<file path="config.mk">
export PLATFORM = sky130hd
export DESIGN_NAME = segway_drive_math_p
export DESIGN_NICKNAME = d
export VERILOG_FILES = /design/src/rtl/segway_pkg.sv /design/src/rtl/segway_drive_math_p_deadzn.sv /design/src/rtl/segway_drive_math_p.sv
export SDC_FILE = /design/constraint.sdc
export NUM_CORES = 1
export LEC_CHECK = 0
export BUFFER_PORTS_ARGS = -buffer_cell sky130_fd_sc_hd__buf_2
export CORE_MARGIN = 1
export CORE_UTILIZATION = 35
export CTS_CLUSTER_SIZE = 25
export DETAILED_ROUTE_END_ITERATION = 6
export GPL_TIMING_DRIVEN = 1
export PLACE_DENSITY = 0.57
export SYNTH_ARGS = -nofsm -noshare
export SYNTH_HDL_FRONTEND = slang
export SYNTH_SLANG_ARGS = --single-unit
</file>
<file path="constraint.sdc">
create_clock -name clk -period 6.3 [get_ports clk]
set_clock_uncertainty 0.05 [all_clocks]
set_input_delay 1.26 -clock clk [delete_from_list [all_inputs] [get_ports clk]]
set_output_delay 1.26 -clock clk [all_outputs]
set_load 0.02 [all_outputs]
</file>
<file path="src/rtl/segway_pkg.sv">
// Shared defaults, types and helpers for the segway drive-math datapath.
package segway_pkg;

  localparam int CW_D       = 12;
  localparam int SS_W_D     = 8;
  localparam int MIN_DUTY_D = 168;
  localparam int LOW_BAND_D = 42;
  localparam int FAST_THR_D = 1536;

  typedef logic signed [CW_D-1:0] spd_t;

  function automatic int sat_to_cw(input int v, input int cw);
    int hi;
    int lo;
    hi = (1 << (cw - 1)) - 1;
    lo = -(1 << (cw - 1));
    if (v > hi)
      return hi;
    else if (v < lo)
      return lo;
    else
      return v;
  endfunction

endpackage

</file>
<file path="src/rtl/segway_drive_math_p_deadzn.sv">
// Dead-zone shaper: offset large torques by MIN_DUTY, boost small ones,
// then saturate to the CW-bit signed range.
module deadzn_shaper_p
  import segway_pkg::*;
#(
  parameter int CW         = CW_D,
  parameter int MIN_DUTY   = MIN_DUTY_D,
  parameter int LOW_BAND   = LOW_BAND_D,
  parameter int SMALL_SHFT = 2
) (
  input  logic signed [CW:0]   trq,
  output logic signed [CW-1:0] shaped
);

  localparam int W = CW + 4;
  localparam logic signed [W-1:0] LB = W'(LOW_BAND);
  localparam logic signed [W-1:0] MD = W'(MIN_DUTY);

  logic signed [W-1:0] t_w;
  logic signed [W-1:0] mag;
  logic signed [W-1:0] res;

  always_comb begin
    t_w = W'(trq);
    mag = t_w[W-1] ? -t_w : t_w;
    if (mag > LB)
      res = t_w[W-1] ? t_w - MD : t_w + MD;
    else
      res = t_w <<< SMALL_SHFT;
    shaped = CW'(sat_to_cw(int'(res), CW));
  end

endmodule

</file>
<file path="src/rtl/segway_drive_math_p.sv">
// Pipelined drive math: soft-start, steer mix, dead zone, slew limit
// and persistence-filtered overspeed detection.
module segway_drive_math_p
  import segway_pkg::*;
#(
  parameter int CW         = CW_D,
  parameter int SS_W       = SS_W_D,
  parameter int STEER_NUM  = 3,
  parameter int STEER_SHFT = 4,
  parameter int MIN_DUTY   = MIN_DUTY_D,
  parameter int LOW_BAND   = LOW_BAND_D,
  parameter int SMALL_SHFT = 2,
  parameter int SLEW_MAX   = 256,
  parameter int FAST_THR   = FAST_THR_D,
  parameter int TF_PERSIST = 4
) (
  input  logic                 clk,
  input  logic                 rst_n,
  input  logic                 in_vld,
  input  logic signed [CW-1:0] PID_cntrl,
  input  logic [CW-1:0]        steer_pot,
  input  logic                 en_steer,
  input  logic                 pwr_up,
  output logic signed [CW-1:0] lft_spd,
  output logic signed [CW-1:0] rgt_spd,
  output logic                 out_vld,
  output logic                 too_fast,
  output logic                 ss_done
);

  localparam int PW = CW + SS_W + 1;
  localparam int SW = CW + 6;
  localparam int TW = $clog2(TF_PERSIST + 1);
  localparam logic [CW-1:0] POT_LO = CW'(1 << (CW - 3));
  localparam logic [CW-1:0] POT_HI = CW'(7 << (CW - 3));
  localparam logic signed [SW-1:0] CTR = SW'((1 << (CW - 1)) - 1);
  localparam logic [7:0] SN = 8'(STEER_NUM);
  localparam logic signed [CW:0] SMX = (CW+1)'(SLEW_MAX);
  localparam logic signed [CW:0] FT  = (CW+1)'(FAST_THR);
  localparam logic [TW-1:0] TF_MAX = TW'(TF_PERSIST);

  logic [SS_W-1:0] ss_cnt;
  logic signed [PW-1:0] prod;
  logic signed [CW-1:0] pid_ss;
  logic [CW-1:0] pot_c;
  logic signed [SW-1:0] st_c;
  logic signed [SW-1:0] st_m;
  logic signed [CW-1:0] steer;

  logic v1, v2;
  logic en_q;
  logic signed [CW-1:0] pid_q, steer_q;
  logic signed [CW:0] trq_l, trq_r;
  logic signed [CW-1:0] shp_l, shp_r;
  logic signed [CW-1:0] tgt_l, tgt_r;
  logic [TW-1:0] tf_cnt;

  function automatic logic signed [CW-1:0] slew(
    input logic signed [CW-1:0] tgt,
    input logic signed [CW-1:0] prev
  );
    logic signed [CW:0] d;
    d = {tgt[CW-1], tgt} - {prev[CW-1], prev};
    if (d > SMX)
      d = SMX;
    else if (d < -SMX)
      d = -SMX;
    return CW'({prev[CW-1], prev} + d);
  endfunction

  function automatic logic over(input logic signed [CW-1:0] t);
    logic signed [CW:0] e;
    e = {t[CW-1], t};
    if (e[CW])
      e = -e;
    return e > FT;
  endfunction

  // S1 combinational: soft-start scale and steering term
  always_comb begin
    prod = PW'(PID_cntrl) * PW'($signed({1'b0, ss_cnt}));
    pid_ss = CW'(prod >>> SS_W);
    if (steer_pot < POT_LO)
      pot_c = POT_LO;
    else if (steer_pot > POT_HI)
      pot_c = POT_HI;
    else
      pot_c = steer_pot;
    st_c = $signed(SW'(pot_c)) - CTR;
    st_m = '0;
    for (int b = 0; b < 8; b++)
      if (SN[b])
        st_m = st_m + (st_c <<< b);
    steer = CW'(st_m >>> STEER_SHFT);
  end

  always_comb begin
    trq_l = {pid_q[CW-1], pid_q};
    trq_r = {pid_q[CW-1], pid_q};
    if (en_q) begin
      trq_l = trq_l + {steer_q[CW-1], steer_q};
      trq_r = trq_r - {steer_q[CW-1], steer_q};
    end
  end

  deadzn_shaper_p #(
    .CW(CW), .MIN_DUTY(MIN_DUTY),
    .LOW_BAND(LOW_BAND), .SMALL_SHFT(SMALL_SHFT)
  ) u_dz_l (
    .trq(trq_l), .shaped(shp_l)
  );

  deadzn_shaper_p #(
    .CW(CW), .MIN_DUTY(MIN_DUTY),
    .LOW_BAND(LOW_BAND), .SMALL_SHFT(SMALL_SHFT)
  ) u_dz_r (
    .trq(trq_r), .shaped(shp_r)
  );

  always_ff @(posedge clk or negedge rst_n) begin
    if (!rst_n) begin
      ss_cnt  <= '0;
      v1      <= 1'b0;
      v2      <= 1'b0;
      out_vld <= 1'b0;
      en_q    <= 1'b0;
      pid_q   <= '0;
      steer_q <= '0;
      tgt_l   <= '0;
      tgt_r   <= '0;
      lft_spd <= '0;
      rgt_spd <= '0;
      tf_cnt  <= '0;
    end else begin
      v1      <= in_vld;
      v2      <= v1;
      out_vld <= v2;
      if (!pwr_up)
        ss_cnt <= '0;
      else if (in_vld && ss_cnt != '1)
        ss_cnt <= ss_cnt + 1'b1;
      if (in_vld) begin
        pid_q   <= pid_ss;
        steer_q <= steer;
        en_q    <= en_steer;
      end
      if (v1) begin
        tgt_l <= pwr_up ? shp_l : '0;
        tgt_r <= pwr_up ? shp_r : '0;
      end
      // losing drive enable zeroes the wheels at once, no slew
      if (!pwr_up) begin
        lft_spd <= '0;
        rgt_spd <= '0;
        tf_cnt  <= '0;
      end else if (v2) begin
        lft_spd <= slew(tgt_l, lft_spd);
        rgt_spd <= slew(tgt_r, rgt_spd);
        if (!(over(tgt_l) || over(tgt_r)))
          tf_cnt <= '0;
        else if (tf_cnt != TF_MAX)
          tf_cnt <= tf_cnt + 1'b1;
      end
    end
  end

  assign too_fast = tf_cnt >= TF_MAX;
  assign ss_done  = &ss_cnt;

endmodule

</file>
* Word-level counts from Yosys, hierarchy flattened
Index checks and enable logic that the tools add are counted.
** Storage, ports and cells
- Word-level logic and storage cells :: 95
- Flip-flop bits (word level) :: 86
- Input bits :: 29
** Operators by class
- Reductions and logical operators :: 4
- $mul :: 1
- Add/sub/neg operators :: 18
- Equal/unequal tests :: 5
- $lt $le $gt $ge :: 15
- Mux-type cells :: 40
** Operator list (number)
- $mux W12 :: 20
- $mux W13 :: 8
- $mux W16 :: 6
- $gt A16 B12 Y1 const B :: 2
- $gt A16 B7 Y1 const B :: 2
- $lt A16 B12 Y1 const B :: 2
- $neg A13 Y16 :: 2
- $add A13 B9 Y14 const B :: 2
- $sub A13 B9 Y14 const B :: 2
- $gt A13 B10 Y1 const B :: 2
- $gt A13 B12 Y1 const B :: 2
- $lt A13 B9 Y1 const B :: 2
- $neg A12 Y13 :: 2
- $sub A12 B12 Y13 :: 2
- $add A12 B12 Y12 :: 2
- $mul A12 B9 Y20 :: 1
- $mux W8 :: 2
- $add A13 B14 Y15 :: 1
- $add A12 B11 Y13 :: 1
- $sub A12 B11 Y13 :: 1
- $sub A12 B11 Y13 const B :: 1
- $gt A12 B12 Y1 const B :: 1
- $lt A12 B10 Y1 const B :: 1
- $mux W3 :: 4
- 11 further kinds :: 12

* Logic depth before layout (Yosys ltp)
- Word-level depth :: 10
- Gate-level depth with buffers :: 28
- Mapped depth without buffers :: 28

* By module
Synthesis repeated with hierarchy kept, for this count alone.
** Unflattened totals
- Cell total of the unflattened synthesis :: 1575
- Area total of the unflattened synthesis :: 12969.9 sq um
** Modules (own cells, without submodules)
- segway_drive_math_p :: area each 11070.6 sq um, cells each 1329, times used 1
- deadzn_shaper_p :: area each 949.7 sq um, cells each 123, times used 2

* Worst setup path before layout
Ideal clock, no wire load.
- Path type :: input -> register
- From :: in PID_cntrl[3]
- To :: reg pid_q[11]
- Setup slack :: 0.699 ns
- Cell stages on the path :: 20
- Library setup time :: 0.120 ns
- Arrival time :: 5.431 ns
- Required time :: 6.130 ns
- Path through :: nand2_1 -> fa_1 -> fa_1 -> inv_1 -> ha_1 -> inv_1 -> fa_1 -> inv_1 -> ha_1 -> nand4_1 -> o21bai_1 -> a21o_1 -> a21o_1 -> a21oi_1 -> o21ba_2 -> o21a_1 -> o31ai_1 -> o211ai_1 -> a21o_1 -> a31o_2
** On the way
- Word-level cells in the longest chain between the ends :: 1
** Ends and longest elaborated chain
- start: declaration :: line segway_drive_math_p.sv:20 : input logic signed [CW-1:0] PID_cntrl,
- $mul A12 B9 Y20 :: line segway_drive_math_p.sv:81 : prod = PW'(PID_cntrl) * PW'($signed({1'b0, ss_cnt}));
- end signal: assignment :: line segway_drive_math_p.sv:143 : pid_q <= pid_ss;
- end: declaration :: line segway_drive_math_p.sv:52 : logic signed [CW-1:0] pid_q, steer_q;
Every way passes these cells.
A chain may end at the register's enable or synchronous reset.

* Final worst setup path
- From :: reg tgt_l[0]
- To :: reg lft_spd[11]
** On the way
- Word-level cells in the longest chain between the ends :: 9
- Elaborated cells on any way between the ends :: 10
- Classes of those cells :: 2 x add/sub; 2 x order compare; 6 x mux
** Ends and longest elaborated chain
- start: declaration :: line segway_drive_math_p.sv:55 : logic signed [CW-1:0] tgt_l, tgt_r;
- start signal: assignment :: line segway_drive_math_p.sv:148 : tgt_l <= pwr_up ? shp_l : '0;
- $sub A12 B12 Y13 * :: line segway_drive_math_p.sv:63 : d = {tgt[CW-1], tgt} - {prev[CW-1], prev};
- $lt A13 B9 Y1 :: line segway_drive_math_p.sv:66 : else if (d < -SMX)
- $mux W12 :: line segway_drive_math_p.sv:66
- $mux W12 * :: line segway_drive_math_p.sv:64 : if (d > SMX)
- $mux W12 * :: line segway_drive_math_p.sv:156 : end else if (v2) begin
- $mux W12 * :: line segway_drive_math_p.sv:152 : if (!pwr_up) begin
- $add A12 B12 Y12 * :: line segway_drive_math_p.sv:68 : return CW'({prev[CW-1], prev} + d);
- $mux W12 * :: line segway_drive_math_p.sv:156
- $mux W12 * :: line segway_drive_math_p.sv:152
- end signal: assignment :: line segway_drive_math_p.sv:157 : lft_spd <= slew(tgt_l, lft_spd);
- end: declaration :: line segway_drive_math_p.sv:24 : output logic signed [CW-1:0] lft_spd,
Every way passes the cells marked *; elsewhere a longest branch is shown, timed or not. The select of a mux whose other input is x is not followed.

==> out/metrics.cfg <==
[timing]
rsz0062_at_grt = no
fmax_mhz = 174
tns_ns = 0
tightest_slew_ns = 0.935
hold_viol = 0
min_period_ns = 5.75
fin_crit_sh_pct = 91.3
relSlewSlack_pct = 37.7
drv_slew = 0
finalSetupViolations = 0
hold_ws_ns = 0.491

[global_routing]
grt_pass1_wl_um = 52500
antenna_found_initial = 0
grt_max_degree = 51
grt_pass1_vias = 11000
grt_usage_pct = 16.4
overflow = 0

[clock_network]
cts_tree = yes
cts_max_path_buffers = 2
clkTransAtPathRegs_ns = 0.07
cts_inserted_buffers = 9
root_buffer = clkbuf_16
cts_max_level = 3
cts_hold_buf = 0
cts.sinks = 86
worstSkewPairLatency_ns = 0.36

[yosys]
ys_types = 104
synth_warnings = 0
synth_cells = 1587
synthFlopType = dfrtp_1
postSynth.asyncResetShare_pct = 100
synth_fp_nets = 1842
synth_edf_count = 0
avgSynthCellArea_sq_um = 8.33
ys_ff_latch = 86
syn_area_sq_mm = 0.0132
yosysSeqAreaShare_pct = 16.3

[floorplanning]
die_h_um = 196
coreArea_sq_mm = 0.0369
ioPinCount = 56
core.rowCount = 70
die_w_um = 196
die-area_sq_mm = 0.0386
start_util_pct = 35.9

[worst_setup_path]
start_kind = flop
r2r_cells = 27
critPathRequiredTime_ns = 6.54
worst_ep_arrival_time_ns = 5.99
crit_path_end_kind = flop
rrSetupSlack_ns = 0.55
rr_startpoint = tgt_l[0]
crit_type = flop to flop
critPathMaxFanout = 5
r2r_end = lft_spd[11]

[min_path]
min_path_cells = 1
hp-start = tf_cnt[1]
min-delay-path-class = flop to flop
hold_end = tf_cnt[1]

[place]
io_buffers = 55
place_hpwl_um = 24400
place_congestion = 0.852

[drt]
viasPerCell = 5.10
first_iter_violations = 541
drc_errors = 0
vias = 10900
avgRoutedWirePerCell_um = 14.1
postRouteAntennaNets = 0
dr.pass1.iters = 5
drt-total-wl_um = 30000

[final_layout]
nets = 1873
layout-drive-gt1-share_pct = 9.74
n_antenna_cell = 0
syn_to_final_growth_pct = 7.85

[run_status]
status = finished, final reports clean

[pwr]
ir_drop_uv = 166
p_leak_nw = 6.86
power_density_mw_per_mm2 = 376

[flow_run]
cap_violations = 0

## cell usage in the layout (no fill, tap or decap), drive strengths merged, types with 12 or more instances in the layout
cell type / count
inv: 224
ha: 143
nor2: 134
nand2: 118
dfrtp: 86
fa: 83
a21oi: 81
and2: 73
xnor2: 67
buf: 65
o21ai: 54
nand3: 36
xor2: 31
mux2i: 30
nor3: 30
nor2b: 25
o21bai: 24
a21o: 23
nor4: 19
a31oi: 17
o22ai: 16
a211oi: 16
mux2: 13
nand2b: 12
and3: 12
## layer usage
layer	track usage [%]	wire length (um)
met4	3.99	447
met3	1.90	762
met5	0	0
met2	29.5	14700
met1	20.7	14100
## area by class of cell
| type | instances | area, sq um |
|---|---|---|
| Fill cell | 3795 | 22600 |
| Multi-Input combinational cell | 1235 | 9990 |
| Sequential cell | 86 | 2150 |
| Inverter | 221 | 835 |
| Tap cell | 504 | 631 |
| Timing Repair Buffer | 65 | 353 |
| Clock buffer | 9 | 225 |
| Clock inverter | 7 | 78.8 |
## repair_timing
item,in CTS,in global routing
endpoints found under the setup margin,0,2
gates resized for setup,0,5
endpoints found under the hold margin,0,0
buffers inserted,0,0
## report_power, final
part	switching [W]	internal (W)
clock	0.000268	0.000281
combinational	0.00226	0.00166
sequential	0.000195	0.000696
total	0.00273	0.00264
## sequential cells by signal, summed over array words and instances, names as in the netlist, 3 cells and up
signal,cells
steer_q,11
tgt_l,12
lft_spd,12
tf_cnt,3
rgt_spd,12
ss_cnt,8
pid_q,12
tgt_r,12
## worst max path at each step
stage,startpoint,end,slack [ns],depth (start not counted)
2_1_floorplan,PID_cntrl[3],pid_q[11],0.70,20
3_3_place_gp,PID_cntrl[3],pid_q[11],0.40,22
3_5_place_dp,PID_cntrl[3],pid_q[10],0.29,22
4_1_cts,tgt_r[0],rgt_spd[11],0.29,27
5_1_grt,tgt_r[0],rgt_spd[11],0.03,27
6_report,tgt_l[0],lft_spd[11],0.55,27
## cell families (layout without fill, tap and decap cells)
group,count (synthesis),in the layout,synth area share (%)
simple gates,518,518,20.0
compound gates,350,350,19.4
buf+inv,266,302,8.37
fa+ha+maj,226,226,26.1
xor+xnor,98,98,6.49
flops,86,86,16.3
mux,43,43,3.38
## per-stage QoR
stage	total power, W	setup slack, ns	cells	utilization (%)	cell area [sq um]
6_report	0.00537	0.545	2127	38.7	14300
2_1_floorplan	0.00403	0.699	1587	-	13200
4_1_cts	0.00535	0.294	2127	38.6	14200
5_1_grt	0.00596	0.0251	2127	38.7	14300
3_3_place_gp	0.00471	0.405	2111	37.8	13900
3_5_place_dp	0.00477	0.295	2111	37.8	13900
## cell usage after synthesis, types with 6 or more instances
| cell type | instances | area (sq um) |
|---|---|---|
| a31oi_1 | 14 | 87.6 |
| nor2b_1 | 24 | 150 |
| and2_1 | 72 | 450 |
| and3_1 | 11 | 68.8 |
| mux2_2 | 12 | 135 |
| o21a_1 | 10 | 75.1 |
| mux2i_1 | 30 | 300 |
| nand3b_1 | 7 | 52.6 |
| o2111ai_1 | 6 | 52.6 |
| fa_1 | 83 | 1660 |
| nor4_1 | 18 | 113 |
| nand2_1 | 118 | 443 |
| inv_1 | 218 | 818 |
| o21ai_0 | 53 | 265 |
| o41ai_1 | 7 | 61.3 |
| clkbuf_1 | 28 | 105 |
| nor2_1 | 134 | 503 |
| xor2_1 | 31 | 272 |
| or2_2 | 7 | 43.8 |
| o211ai_1 | 6 | 45.0 |
| o31ai_1 | 7 | 52.6 |
| a21o_1 | 21 | 158 |
| o22ai_1 | 16 | 100 |
| nor3_1 | 29 | 145 |
| o221ai_1 | 6 | 52.6 |
| buf_6 | 8 | 90.1 |
| a21oi_1 | 78 | 390 |
| o21bai_1 | 23 | 173 |
| or3_1 | 10 | 62.6 |
| dfrtp_1 | 86 | 2150 |
| a211oi_1 | 13 | 97.6 |
| ha_1 | 143 | 1790 |
| nand3_1 | 34 | 170 |
| xnor2_1 | 67 | 587 |
| nand2b_1 | 12 | 75.1 |
| nand4_1 | 11 | 68.8 |
## critical path: stages (launching register included)
cell	delay [ns]
dfrtp_1	0.38
inv_1	0.14
ha_1	0.19
inv_1	0.06
fa_1	0.40
a21o_1	0.20
a21oi_1	0.21
o21ai_0	0.11
a21oi_1	0.22
o21ai_0	0.13
a211oi_1	0.29
o21bai_1	0.12
xor2_1	0.17
nor4_2	0.31
a2bb2oi_1	0.17
nor2b_2	0.18
ha_1	0.25
a21o_1	0.16
a21oi_1	0.23
o21bai_1	0.09
a21oi_1	0.23
nor2b_1	0.08
o21a_1	0.19
o31a_1	0.25
o41ai_1	0.30
xor2_1	0.12
or3_1	0.32
a21oi_1	0.14
No activity file was read; power rests on OpenSTA's default activity.
